===== config.mk =====
export PLATFORM = sky130hd
export DESIGN_NAME = rom_fetch_arbiter_flat
export DESIGN_NICKNAME = d
export VERILOG_FILES = /design/src/rtl/rom_fetch_arbiter_if.sv /design/src/rtl/rom_fetch_arbiter.sv /design/src/flat_wrapper.sv
export SDC_FILE = /design/constraint.sdc
export NUM_CORES = 1
export LEC_CHECK = 0
export BUFFER_PORTS_ARGS = -buffer_cell sky130_fd_sc_hd__buf_2
export CORE_UTILIZATION = 58
export CTS_CLUSTER_SIZE = 28
export DETAILED_ROUTE_END_ITERATION = 6
export PLACE_DENSITY = 0.92
export SLEW_MARGIN = 40
export SYNTH_ARGS = -nofsm -noshare
export SYNTH_HDL_FRONTEND = slang
export SYNTH_SLANG_ARGS = --single-unit

===== constraint.sdc =====
create_clock -name clk_sys -period 6.7 [get_ports clk_sys]
set_clock_uncertainty 0.2 [all_clocks]
set_input_delay 0.67 -clock clk_sys [delete_from_list [all_inputs] [get_ports clk_sys]]
set_output_delay 0.67 -clock clk_sys [all_outputs]
set_load 0.05 [all_outputs]

===== src/rtl/rom_fetch_arbiter_if.sv =====
// Shared ROM/SDRAM read port: request/address out, ack/data back.
interface rom_fetch_arbiter_if #(
  parameter int unsigned MEM_AW = 22
);
  logic              mem_req;
  logic [MEM_AW-1:0] mem_addr;
  logic              mem_ack;
  logic [15:0]       mem_data;

  modport master (
    output mem_req,
    output mem_addr,
    input  mem_ack,
    input  mem_data
  );

  modport slave (
    input  mem_req,
    input  mem_addr,
    output mem_ack,
    output mem_data
  );
endinterface


===== src/rtl/rom_fetch_arbiter.sv =====
// Arbitrates the 68000 program-ROM and Z80 sound-ROM windows onto one 16-bit
// memory read port. Each side keeps a one-word tag cache; ties go round-robin.
module rom_fetch_arbiter #(
  parameter int unsigned       MEM_AW    = 22,
  parameter logic [MEM_AW-1:0] M68K_BASE = 22'h000000,
  parameter logic [MEM_AW-1:0] Z80_BASE  = 22'h010000
) (
  input  logic                 clk_sys,
  input  logic                 reset_n,
  input  logic                 inval,
  input  logic                 m68k_rom_cs,
  input  logic [15:0]          m68k_addr,
  output logic [15:0]          m68k_dout,
  output logic                 m68k_rom_ok,
  input  logic                 z80_rom_cs,
  input  logic [15:0]          z80_addr,
  output logic [7:0]           z80_dout,
  output logic                 z80_rom_ok,
  rom_fetch_arbiter_if.master  mem
);

  typedef enum logic [1:0] {StIdle, StFetchM68k, StFetchZ80} state_e;

  // rr names the requester granted last
  localparam logic RrM68k = 1'b0;
  localparam logic RrZ80  = 1'b1;

  state_e            state_q, state_d;
  logic              rr_q, rr_d;
  logic              discard_q, discard_d;
  logic              mem_req_q, mem_req_d;
  logic [MEM_AW-1:0] mem_addr_q, mem_addr_d;
  logic [15:0]       lat_tag_q, lat_tag_d;
  logic [15:0]       m68k_tag_q, m68k_tag_d;
  logic [15:0]       m68k_data_q, m68k_data_d;
  logic              m68k_valid_q, m68k_valid_d;
  logic [14:0]       z80_tag_q, z80_tag_d;
  logic [15:0]       z80_data_q, z80_data_d;
  logic              z80_valid_q, z80_valid_d;
  logic              m68k_ok_q, m68k_ok_d;
  logic              z80_ok_q, z80_ok_d;

  logic m68k_hit, z80_hit, m68k_pend, z80_pend;
  logic grant_m68k, grant_z80;
  logic ack_m68k, ack_z80, fill_ok;

  assign m68k_hit   = m68k_rom_cs & m68k_valid_q & (m68k_tag_q == m68k_addr);
  assign z80_hit    = z80_rom_cs & z80_valid_q & (z80_tag_q == z80_addr[15:1]);
  assign m68k_pend  = m68k_rom_cs & ~m68k_hit;
  assign z80_pend   = z80_rom_cs & ~z80_hit;
  assign grant_m68k = m68k_pend & (~z80_pend | (rr_q == RrZ80));
  assign grant_z80  = z80_pend & ~grant_m68k;
  assign ack_m68k   = (state_q == StFetchM68k) & mem.mem_ack;
  assign ack_z80    = (state_q == StFetchZ80) & mem.mem_ack;
  // A fill only becomes valid if no invalidate hit this fetch or this edge
  assign fill_ok    = ~discard_q & ~inval;

  // Next-state: arbitration, cache fill and invalidation
  always_comb begin
    state_d      = state_q;
    rr_d         = rr_q;
    discard_d    = discard_q;
    mem_req_d    = mem_req_q;
    mem_addr_d   = mem_addr_q;
    lat_tag_d    = lat_tag_q;
    m68k_tag_d   = m68k_tag_q;
    m68k_data_d  = m68k_data_q;
    m68k_valid_d = m68k_valid_q;
    z80_tag_d    = z80_tag_q;
    z80_data_d   = z80_data_q;
    z80_valid_d  = z80_valid_q;

    case (state_q)
      StIdle: begin
        if (grant_m68k) begin
          state_d    = StFetchM68k;
          mem_req_d  = 1'b1;
          mem_addr_d = M68K_BASE + MEM_AW'(m68k_addr);
          lat_tag_d  = m68k_addr;
          rr_d       = RrM68k;
        end else if (grant_z80) begin
          state_d    = StFetchZ80;
          mem_req_d  = 1'b1;
          mem_addr_d = Z80_BASE + MEM_AW'(z80_addr[15:1]);
          lat_tag_d  = {1'b0, z80_addr[15:1]};
          rr_d       = RrZ80;
        end
      end
      StFetchM68k: begin
        if (mem.mem_ack) begin
          m68k_data_d  = mem.mem_data;
          m68k_tag_d   = lat_tag_q;
          m68k_valid_d = fill_ok;
          mem_req_d    = 1'b0;
          discard_d    = 1'b0;
          state_d      = StIdle;
        end
      end
      StFetchZ80: begin
        if (mem.mem_ack) begin
          z80_data_d  = mem.mem_data;
          z80_tag_d   = lat_tag_q[14:0];
          z80_valid_d = fill_ok;
          mem_req_d   = 1'b0;
          discard_d   = 1'b0;
          state_d     = StIdle;
        end
      end
      default: state_d = StIdle;
    endcase

    if (inval) begin
      m68k_valid_d = 1'b0;
      z80_valid_d  = 1'b0;
      // Mark an in-flight fetch stale unless it is completing on this edge
      if ((state_q != StIdle) && !mem.mem_ack) begin
        discard_d = 1'b1;
      end
    end
  end

  // ok covers both a cache hit and a fill landing for the current address
  always_comb begin
    m68k_ok_d = ~inval & m68k_rom_cs &
                (m68k_hit | (ack_m68k & ~discard_q & (lat_tag_q == m68k_addr)));
    z80_ok_d  = ~inval & z80_rom_cs &
                (z80_hit | (ack_z80 & ~discard_q & (lat_tag_q[14:0] == z80_addr[15:1])));
  end

  // State and cache registers
  always_ff @(posedge clk_sys or negedge reset_n) begin
    if (!reset_n) begin
      state_q      <= StIdle;
      rr_q         <= RrZ80;
      discard_q    <= 1'b0;
      mem_req_q    <= 1'b0;
      mem_addr_q   <= '0;
      lat_tag_q    <= '0;
      m68k_tag_q   <= '0;
      m68k_data_q  <= '0;
      m68k_valid_q <= 1'b0;
      z80_tag_q    <= '0;
      z80_data_q   <= '0;
      z80_valid_q  <= 1'b0;
      m68k_ok_q    <= 1'b0;
      z80_ok_q     <= 1'b0;
    end else begin
      state_q      <= state_d;
      rr_q         <= rr_d;
      discard_q    <= discard_d;
      mem_req_q    <= mem_req_d;
      mem_addr_q   <= mem_addr_d;
      lat_tag_q    <= lat_tag_d;
      m68k_tag_q   <= m68k_tag_d;
      m68k_data_q  <= m68k_data_d;
      m68k_valid_q <= m68k_valid_d;
      z80_tag_q    <= z80_tag_d;
      z80_data_q   <= z80_data_d;
      z80_valid_q  <= z80_valid_d;
      m68k_ok_q    <= m68k_ok_d;
      z80_ok_q     <= z80_ok_d;
    end
  end

  assign m68k_dout    = m68k_data_q;
  assign z80_dout     = z80_addr[0] ? z80_data_q[15:8] : z80_data_q[7:0];
  assign m68k_rom_ok  = m68k_ok_q;
  assign z80_rom_ok   = z80_ok_q;
  assign mem.mem_req  = mem_req_q;
  assign mem.mem_addr = mem_addr_q;

endmodule


===== src/flat_wrapper.sv =====
// flat-port wrapper written by rule: the top's interface ports become plain ports
module rom_fetch_arbiter_flat 
#(
  parameter int unsigned       MEM_AW    = 22,
  parameter logic [MEM_AW-1:0] M68K_BASE = 22'h000000,
  parameter logic [MEM_AW-1:0] Z80_BASE  = 22'h010000
)
  (clk_sys, reset_n, inval, m68k_rom_cs, m68k_addr, m68k_dout, m68k_rom_ok, z80_rom_cs, z80_addr, z80_dout, z80_rom_ok, mem_mem_req, mem_mem_addr, mem_mem_ack, mem_mem_data);
  rom_fetch_arbiter_if #(.MEM_AW(MEM_AW)) mem_i ();
  input  logic clk_sys;
  input  logic reset_n;
  input  logic inval;
  input  logic m68k_rom_cs;
  input  logic [15:0] m68k_addr;
  output logic [15:0] m68k_dout;
  output logic m68k_rom_ok;
  input  logic z80_rom_cs;
  input  logic [15:0] z80_addr;
  output logic [7:0] z80_dout;
  output logic z80_rom_ok;
  output wire logic [$bits(mem_i.mem_req)-1:0] mem_mem_req;
  output wire logic [$bits(mem_i.mem_addr)-1:0] mem_mem_addr;
  input wire logic [$bits(mem_i.mem_ack)-1:0] mem_mem_ack;
  input wire logic [$bits(mem_i.mem_data)-1:0] mem_mem_data;
  assign mem_mem_req = mem_i.mem_req;
  assign mem_mem_addr = mem_i.mem_addr;
  assign mem_i.mem_ack = mem_mem_ack;
  assign mem_i.mem_data = mem_mem_data;
  rom_fetch_arbiter #(.MEM_AW(MEM_AW), .M68K_BASE(M68K_BASE), .Z80_BASE(Z80_BASE)) u_core (.clk_sys(clk_sys), .reset_n(reset_n), .inval(inval), .m68k_rom_cs(m68k_rom_cs), .m68k_addr(m68k_addr), .m68k_dout(m68k_dout), .m68k_rom_ok(m68k_rom_ok), .z80_rom_cs(z80_rom_cs), .z80_addr(z80_addr), .z80_dout(z80_dout), .z80_rom_ok(z80_rom_ok), .mem(mem_i));
endmodule

==> qor.yml <==
antenna_found_initial: 0
clock_path_buffers: 2
cts_setup_buffers: 0
fillers: 507
cp_slowest_stage_delay_ns: 0.61
vias: 3138
synthXorXnorAreaFrac_pct: 12.3
clock_power_share_pct: 14.1
place.gp.congestion: 0.919
coreArea_um2: 7330
syn_area_um2: 4430
combPwrFrac_pct: 49.3
max_freq_mhz: 375
synth-edff-count: 0
min_path_type: "input port to asynchronous set/reset pin"
nNetsFinal: 496
synth_top_area_share_pct: 49.7
ir_worst_vdd_mv: 0.316
initial_core_util_pct: 60.4
drc: 0
yosysSeqAreaShare_pct: 50.3
syn_avg_cell_area_um2: 13.0
cts_tree: "yes"
p_switching_mw: 1.29
setup_tns_ns: 0
cp.required_ns: 6.79
max-slew-margin-rel_pct: 44.6
ant_nets: 0
status: "complete, no violations"
post-route-period-util_pct: 39.8
crit_path_top_delay_cell: "or4_4"
slew_viol_final: 0
clock_sinks: 89
yosys_most_used_dff: "dfrtp_1"
critPathLaunchType: "input port"
synth_compound_area_share_pct: 7.62
power_frac_seq_pct: 36.6
async_flop_share_pct: 100
path_max_fanout: 19
yosysTopAreaCell: "dfrtp_1"
antenna_cells: 0
cts_resized: 0
drt_wl_total_um: 10300
ys_top_cells_by_area: "dfrtp_1 (50%), mux2_2 (18%), xnor2_1 (7.9%)"
cp_cell_sequence: "buf_2 -> xnor2_1 -> nand4_1 -> or4_4 -> o211a_1 -> nand3b_1 -> o221a_1"
yosys-mux-area-fraction_pct: 18.0
std_cell_rows: 31
detail_route.wl_per_cell_um: 19.1
startpoint: "m68k_addr[11]"
dp_hpwl_um: 7360
vias_per_cell: 5.79
postSynthCellCount: 340
area_growth_pct: 16.6
cts_made_buffers: 9
worstSetupPathType: "input port to register"
internal-power_mw: 1.49
worstMarginPinSlew_ns: 0.829
layout-drive-gt1-share_pct: 44.7
yosysWarningCount: 0
fp.dieW_um: 89.4
synthSimpleGateAreaFrac_pct: 7.12
setup.worst_path.end_class: "register"
hold_viol_final: 0
clock_latency_ns: 0.36
cap_viol_max_count: 0
grt_use_total_pct: 27.9
hold_buffers: 0
first_iter_violations: 235
dieArea_um2: 7990
post-route-min-period_ns: 2.67
htreeDepth: 3
grt_max_degree: 53
cts_root_buffer: "clkbuf_8"
gr-total-overflow: 0
io_pins: 103
power.leakage_nw: 2.24
setup_viol: 0
r2r-start: "u_core.m68k_tag_q[11]$_DFFE_PN0P_"
dr.pass1.iters: 4
synthAdderAreaFrac_pct: 1.13
ys_types: 42
rsz0062_at_grt: "no"
synth_top_family_by_area: "multiplexers"
switching_share_pct: 46.5
grt_pass1_vias: 3234
fin_util_pct: 70.5
ys_ff_latch: 89
clk_pin_slew_worst_paths_ns: 0.10
numPortBuffers: 97
worstPathArrival_ns: 2.76
die_h_um: 89.4
power.density_nw_per_um2: 537
grt_pass1_wl_um: 16300
[cells in the mapped netlist, types with 3 or more instances]
cell and number:
o221a_2 6, clkbuf_1 4, o221a_1 9, nand2_1 6, a21oi_1 5, xnor2_1 40, nor4_1 5, xor2_1 22
nor2_1 6, nand3b_1 15, ha_1 4, nand4_1 11, dfrtp_1 88, inv_1 9, mux2_2 70, buf_4 5
nand3_1 5, buf_1 3
[layer usage]
metal  up-vias  share of wire [%]  track usage [%]
li1       1408                  -                -
met3        27                7.2             7.57
met4         0                2.2             10.1
met2       138                 49             45.8
met1      1565                 42             35.7
met5         -                  0                0
[final cells by class]
cell class	instances	area, um2	area share, %
Inverter	9	33.8	0.654
Tap cell	99	124	2.40
Clock buffer	9	124	2.40
Sequential cell	89	2230	43.1
Clock inverter	7	83.8	1.62
Timing Repair Buffer	100	510	9.88
Multi-Input combinational cell	229	2060	39.9
[per-stage QoR]
step	cell area, um2	instances	hold WS (ns)	setup WS, ns	power (mW)
after CTS	5170	542	0.0794	4.07	2.78
after global placement	4960	526	0.282	3.83	2.32
after global routing	5170	542	0.0913	3.98	2.91
after detailed placement	4960	526	0.287	3.69	2.38
final	5170	542	0.0544	4.03	2.77
after floorplan	4450	344	0.174	4.23	2.05
[layout by cell type, fill, tap and decap left out, types with 2 or more instances in the layout]
cell type / instances
nand3_1: 5
dfrtp_1: 88
inv_1: 9
o21ai_0: 2
nor2_1: 6
xnor2_1: 40
mux2_2: 70
xor2_1: 22
o221a_2: 6
ha_1: 4
inv_6: 3
clkbuf_8: 9
nand4_1: 11
nor4_1: 5
buf_4: 4
a21oi_1: 5
o221a_1: 9
conb_1: 5
nand3b_1: 15
buf_2: 96
o22ai_1: 2
nand2_1: 6
[power by group through the flow]
stage	clock, mW	sequential, mW	combinational, mW
3_5_place_dp	0	1.02	1.36
2_1_floorplan	0	1.33	0.718
3_3_place_gp	0	0.996	1.32
6_report	0.392	1.01	1.37
4_1_cts	0.397	1.01	1.37
5_1_grt	0.420	1.05	1.45
[critical path, delay by kind of cell]
kind,cells,cell delay (ns)
AND/OR/NAND/NOR,3,1.01
AO/OA/AOI/OAI,2,0.74
XOR/XNOR,1,0.20
buffers and inverters,1,0.13
[state kept, by name, indices dropped and copies added (netlist names)]
name	cells
u_core.z80_rom_ok	1
u_core.z80_data_q	16
u_core.state_q	2
u_core.rr_q	1
u_core.m68k_dout	16
u_core.m68k_valid_q	1
u_core.mem.mem_addr	2
u_core.m68k_tag_q	16
u_core.lat_tag_q	15
u_core.m68k_rom_ok	1
u_core.z80_tag_q	15
u_core.discard_q	1
u_core.z80_valid_q	1
u_core.mem.mem_req	1
[final timing paths]
| kind | to | slack (ns) | cells past startpoint |
|---|---|---|---|
| max in group asynchronous | u_core.z80_data_q[8]$_DFFE_PN0P_ | 5.21 | 2 |
| setup reg to reg | u_core.lat_tag_q[11]$_DFFE_PN0P_ | 4.04 | 6 |
| setup / recovery | u_core.lat_tag_q[11]$_DFFE_PN0P_ | 4.03 | 7 |
| min in group clk_sys | u_core.m68k_dout[2]$_DFFE_PN0P_ | 0.31 | 1 |
| hold reg to reg | u_core.m68k_dout[2]$_DFFE_PN0P_ | 0.31 | 1 |
| hold / removal | u_core.m68k_tag_q[4]$_DFFE_PN0P_ | 0.05 | 1 |
[logic make-up (layout without fill, tap and decap cells)]
kind of cell               after synthesis  in the layout
other                                    1              5
adders and majority gates                4              4
and+or+nand+nor                         52             52
AOI/OAI and AO/OA                       35             35
buffers and inverters                   26            125
DFF                                     89             89
xor gates and xnor gates                62             62
muxes                                   71             71
Note: power is estimated with default switching activity, not from simulation.
